### src/rtl/ssd_pkg.sv
// Shared types and constants for the seven-segment display driver:
// FSM states, active-low segment patterns, anode patterns and the BCD adjust step.
package ssd_pkg;

   typedef enum logic [1:0] {
      IDLE    = 2'd0,
      CONVERT = 2'd1,
      LATCH   = 2'd2
   } state_t;

   localparam logic [6:0] SEG_0     = 7'b0000001;
   localparam logic [6:0] SEG_1     = 7'b1001111;
   localparam logic [6:0] SEG_2     = 7'b0010010;
   localparam logic [6:0] SEG_3     = 7'b0000110;
   localparam logic [6:0] SEG_4     = 7'b1001100;
   localparam logic [6:0] SEG_5     = 7'b0100100;
   localparam logic [6:0] SEG_6     = 7'b0100000;
   localparam logic [6:0] SEG_7     = 7'b0001111;
   localparam logic [6:0] SEG_8     = 7'b0000000;
   localparam logic [6:0] SEG_9     = 7'b0000100;
   localparam logic [6:0] SEG_BLANK = 7'b1111111;

   localparam logic [3:0] ANODE_THOU = 4'b0111;
   localparam logic [3:0] ANODE_HUND = 4'b1011;
   localparam logic [3:0] ANODE_TENS = 4'b1101;
   localparam logic [3:0] ANODE_UNIT = 4'b1110;

   // Double-dabble correction: any nibble >= 5 would overflow past 9 after the shift.
   function automatic logic [15:0] bcd_adjust(input logic [15:0] b);
      logic [15:0] r;
      r = b;
      for (int i = 0; i < 4; i++) begin
         if (r[i*4 +: 4] >= 4'd5) r[i*4 +: 4] = r[i*4 +: 4] + 4'd3;
      end
      return r;
   endfunction

endpackage

### src/rtl/ssd_seg_decoder.sv
// Combinational BCD digit to active-low {a..g} segment decoder with a blank override.
module ssd_seg_decoder
   import ssd_pkg::*;
(
   input  logic [3:0] digit_i,
   input  logic       blank_i,
   output logic [6:0] seg_o
);

   always_comb begin
      seg_o = SEG_BLANK;
      if (!blank_i) begin
         case (digit_i)
            4'd0:    seg_o = SEG_0;
            4'd1:    seg_o = SEG_1;
            4'd2:    seg_o = SEG_2;
            4'd3:    seg_o = SEG_3;
            4'd4:    seg_o = SEG_4;
            4'd5:    seg_o = SEG_5;
            4'd6:    seg_o = SEG_6;
            4'd7:    seg_o = SEG_7;
            4'd8:    seg_o = SEG_8;
            4'd9:    seg_o = SEG_9;
            default: seg_o = SEG_BLANK;
         endcase
      end
   end

endmodule

### src/rtl/ssd_display_driver.sv
// Four-digit multiplexed display driver: 13-bit binary to BCD by double-dabble, then refresh scan.
// Define SSD_LEADING_ZERO_BLANK_EN to blank leading zero digits above the units digit.
module ssd_display_driver
   import ssd_pkg::*;
#(
   parameter int REFRESH_BITS = 20
) (
   input  logic        clk,
   input  logic        reset,
   input  logic [12:0] ssd,
   input  logic        load,
   output logic        busy,
   output logic [3:0]  Anode,
   output logic [6:0]  LED_out
);

   state_t                  state_q, state_d;
   logic [12:0]             bin_q, bin_d;
   logic [15:0]             bcd_q, bcd_d, bcd_adj;
   logic [3:0]              cnt_q, cnt_d;
   logic [15:0]             disp_q, disp_d;
   logic [REFRESH_BITS-1:0] refresh_q;
   logic [6:0]              seg_q, seg_d;
   logic [1:0]              sel;
   logic [3:0]              digit;
   logic                    blank;

   always_ff @(posedge clk or posedge reset) begin
      if (reset) begin
         state_q   <= IDLE;
         bin_q     <= '0;
         bcd_q     <= '0;
         cnt_q     <= '0;
         disp_q    <= '0;
         refresh_q <= '0;
         seg_q     <= SEG_0;
      end else begin
         state_q   <= state_d;
         bin_q     <= bin_d;
         bcd_q     <= bcd_d;
         cnt_q     <= cnt_d;
         disp_q    <= disp_d;
         refresh_q <= refresh_q + {{(REFRESH_BITS-1){1'b0}}, 1'b1};
         seg_q     <= seg_d;
      end
   end

   assign bcd_adj = bcd_adjust(bcd_q);

   always_comb begin
      state_d = state_q;
      bin_d   = bin_q;
      bcd_d   = bcd_q;
      cnt_d   = cnt_q;
      disp_d  = disp_q;
      busy    = 1'b0;
      case (state_q)
         IDLE: begin
            if (load) begin
               bin_d   = ssd;
               bcd_d   = '0;
               cnt_d   = 4'd13;
               state_d = CONVERT;
            end
         end
         CONVERT: begin
            busy           = 1'b1;
            {bcd_d, bin_d} = {bcd_adj, bin_q} << 1;
            cnt_d          = cnt_q - 4'd1;
            if (cnt_q == 4'd1) state_d = LATCH;
         end
         LATCH: begin
            busy    = 1'b1;
            disp_d  = bcd_q;
            state_d = IDLE;
         end
         default: state_d = IDLE;
      endcase
   end

   assign sel = refresh_q[REFRESH_BITS-1 -: 2];

   // Digit select; the decoded segments are registered, so LED_out trails Anode by one clock.
   always_comb begin
      Anode = ANODE_THOU;
      digit = disp_q[15:12];
      blank = 1'b0;
      case (sel)
         2'd0: begin Anode = ANODE_THOU; digit = disp_q[15:12]; end
         2'd1: begin Anode = ANODE_HUND; digit = disp_q[11:8];  end
         2'd2: begin Anode = ANODE_TENS; digit = disp_q[7:4];   end
         default: begin Anode = ANODE_UNIT; digit = disp_q[3:0]; end
      endcase
`ifdef SSD_LEADING_ZERO_BLANK_EN
      case (sel)
         2'd0:    blank = (disp_q[15:12] == 4'd0);
         2'd1:    blank = (disp_q[15:8]  == 8'd0);
         2'd2:    blank = (disp_q[15:4]  == 12'd0);
         default: blank = 1'b0;
      endcase
`else
      blank = 1'b0;
`endif
   end

   ssd_seg_decoder u_dec (
      .digit_i (digit),
      .blank_i (blank),
      .seg_o   (seg_d)
   );

   assign LED_out = seg_q;

endmodule

### config.mk
export PLATFORM = sky130hd
export DESIGN_NAME = ssd_display_driver
export DESIGN_NICKNAME = d
export VERILOG_FILES = /design/src/rtl/ssd_pkg.sv /design/src/rtl/ssd_seg_decoder.sv /design/src/rtl/ssd_display_driver.sv
export SDC_FILE = /design/constraint.sdc
export NUM_CORES = 1
export LEC_CHECK = 0
export ABC_AREA = 1
export CAP_MARGIN = 10
export CORE_MARGIN = 3
export CORE_UTILIZATION = 50
export CTS_CLUSTER_SIZE = 20
export DETAILED_ROUTE_END_ITERATION = 6
export GPL_TIMING_DRIVEN = 0
export PLACE_DENSITY_LB_ADDON = 0.25
export SYNTH_ARGS = -nofsm -noshare
export SYNTH_HDL_FRONTEND = slang
export SYNTH_SLANG_ARGS = --single-unit
export TNS_END_PERCENT = 5
### constraint.sdc
create_clock -name clk -period 2.3 [get_ports clk]
set_input_delay 0.23 -clock clk [delete_from_list [all_inputs] [get_ports clk]]
set_output_delay 0.23 -clock clk [all_outputs]
set_load 0.1 [all_outputs]
==> out/qor.yml <==
syn_inst: 445
cts.clk_slew.worst_paths_ns: 0.08
hold_class: "input pin to asynchronous set/reset pin"
ys_seq_area_share_pct: 49.9
rows: 31
ys_ff_latch: 78
cts_sinks: 78
setup_violations: 0
crit_arrival_ns: 1.98
internal-power_mw: 2.95
p_leak_nw: 2.17
vdd_drop_max_mv: 0.884
pre_cts_ws_ns: 0.278
viasPerCell: 4.97
path_max_fanout: 1
hpwl_um: 5260
final_antenna_net_count: 0
fp.coreArea_mm2: 0.00741
combPwrFrac_pct: 40.9
final_cells: 588
syn2layout_area_growth_pct: 15.8
crit_type: "flop to output pin"
htree_levels: 3
switching_share_pct: 41.8
ys_async_sr_fraction_pct: 100
worstMarginPinSlew_ns: 0.962
skew_ns: 0.00962
cts_buffers: 9
syn-num-nets: 480
period_share_pct: 96.0
synth-main-ff-cell: "dfrtp_1"
synth_area_mm2: 0.00391
post-route-util_pct: 61.2
clock_power_share_pct: 20.5
path_cells: "clkdlybuf4s50_1"
synth-edff-count: 0
drt-initial-drc-count: 153
cp-end-kind: "output pin"
io_buffers: 27
cts_resized: 5
finalHoldViolCount: 0
wl_um: 7260
die-width_um: 94.5
wl_per_cell_um: 12.3
crit_path_top_delay_cell: "clkdlybuf4s50_1"
vias: 2924
yosys.cell_types.count: 33
gp_congestion: 0.830
drc: 0
p_per_area_mw_per_mm2: 1120
grt_pass1_wl_um: 13000
initial_core_util_pct: 52.8
track_usage_pct: 18.2
max_cap_violations: 0
fp.dieArea_mm2: 0.00892
clock-root-buffer: "clkbuf_8"
dieHeight_um: 94.5
drive_gt1_share_pct: 9.61
grt_max_degree: 71
max_slew_margin_pct: 35.6
status: "complete, no violations"
drt-pass1-iter-count: 4
dp.cells: 572
fmax_mhz: 453
cpPeakStageDelay_ns: 1.12
rsz0062_at_grt: "false"
fill_cells: 645
cts_tree: "built"
timing.final.ws_setup_ns: 0.0927
grt_overflow_total: 0
slew_violations: 0
layout_min_cycle_time_ns: 2.21
cp_top_family: "buffers and inverters"
avgSynthCellArea_um2: 8.79
fin_nets: 519
clock_latency_ns: 0.34
antenna_found_initial: 0
sequentialPowerShare_pct: 38.6
postCtsSetupBuffers: 0
power.switching_mw: 2.12
grt_pass1_vias: 2870
antenna_cells: 0
num_io_pins: 28
cp.buffers_inverters: 1
cp.required_ns: 2.07
clk_path_buf_depth: 2
ctsHoldBuffers: 0
yosys_warnings: 0
cp-start-kind: "flop"
-- area by class of cell --
type	count	area [um^2]	share of cell area, %
Sequential cell	78	1950	43.1
Multi-Input combinational cell	300	1680	37.1
Timing Repair Buffer	28	292	6.43
Inverter	55	210	4.64
Clock buffer	13	159	3.51
Tap cell	99	124	2.73
Buffer	12	68.8	1.52
Clock inverter	3	42.5	0.939
-- power by group through the flow --
stage               Sequential [mW]  Clock, mW  Combinational (mW)
global route                   2.01       1.13                2.33
CTS                            1.96       1.07                2.10
detailed placement             1.98          0                2.09
finish                         1.96       1.04                2.08
global placement               1.97          0                2.04
floorplan                      2.33          0                1.27
-- final timing paths --
| kind | start | endpoint | slack [ns] | cells past startpoint |
|---|---|---|---|---|
| max in group asynchronous | reset | LED_out[0]$_DFF_PP1_ | 1.59 | 3 |
| worst max-delay path | LED_out[0]$_DFF_PP1_ | LED_out[0] | 0.09 | 1 |
| worst max register to register | refresh_q[19]$_DFF_PP0_ | LED_out[3]$_DFF_PP0_ | 0.50 | 9 |
| worst min register to register | refresh_q[0]$_DFF_PP0_ | refresh_q[0]$_DFF_PP0_ | 0.45 | 1 |
| worst min-delay path | reset | bin_q[4]$_DFFE_PP0P_ | 0.13 | 2 |
| min in group clk | ssd[3] | bin_q[3]$_DFFE_PP0P_ | 0.45 | 3 |
-- flip-flops by register name, indices dropped and copies added, names as in the netlist --
name       flops
disp_q        16
bcd_q         16
bin_q         13
refresh_q     20
LED_out        7
state_q        2
cnt_q          4
-- stage by stage --
stage          hold WS, ns  total power, mW  setup TNS, ns  cell area [um^2]
2_1_floorplan        0.371             3.60              0              3910
3_3_place_gp         0.438             4.01         -90.78              4310
3_5_place_dp         0.444             4.08              0              4340
4_1_cts              0.118             5.13              0              4530
5_1_grt              0.135             5.46              0              4530
6_report             0.127             5.07              0              4530
-- cells in the final DEF (no fill, tap or decap), drive strengths merged, types with 2 or more instances in the layout --
master / instances
o22ai: 8
nand3: 38
dlygate4sd2: 5
clkinv: 2
o211ai: 2
buf: 7
nor2: 42
nor3: 5
nand2: 100
xor2: 18
a21oi: 18
clkbuf: 19
clkdlybuf4s50: 22
inv: 54
xnor2: 4
nand3b: 5
ha: 19
o21ai: 29
dfrtp: 77
a31oi: 10
-- cell usage after synthesis (3+ instances only) --
| library cell | count | area [um^2] |
|---|---|---|
| ha_1 | 19 | 238 |
| a31oi_1 | 10 | 62.6 |
| buf_2 | 3 | 15.0 |
| o22ai_1 | 8 | 50.1 |
| nor2_2 | 4 | 25.0 |
| nor2_1 | 37 | 139 |
| inv_1 | 50 | 188 |
| o21ai_0 | 28 | 140 |
| nand3_1 | 35 | 175 |
| a21oi_1 | 17 | 85.1 |
| nand2_4 | 3 | 33.8 |
| nand2_2 | 5 | 31.3 |
| dfrtp_1 | 77 | 1930 |
| inv_2 | 4 | 15.0 |
| nand2_1 | 92 | 345 |
| xnor2_1 | 4 | 35.0 |
| nand3b_1 | 5 | 37.5 |
| clkbuf_1 | 5 | 18.8 |
| nor3_1 | 5 | 25.0 |
| xor2_1 | 18 | 158 |
-- cell families after synthesis --
| family | share of synthesized area, % |
|---|---|
| and+or+nand+nor | 22.2 |
| xor gates and xnor gates | 4.92 |
| AOI/OAI and AO/OA | 9.85 |
| buffers and inverters | 7.07 |
| adders and majority gates | 6.08 |
| DFF | 49.9 |
-- layer usage --
| layer | vias to the layer above | GRT usage (%) | share of wire [%] |
|---|---|---|---|
| met5 | - | 0 | 0 |
| met1 | 1352 | 23.8 | 47 |
| met2 | 46 | 30.1 | 47 |
| li1 | 1509 | - | - |
| met3 | 17 | 3.03 | 3.2 |
| met4 | 0 | 7.57 | 2.1 |
(Power assumes the default switching activity.)
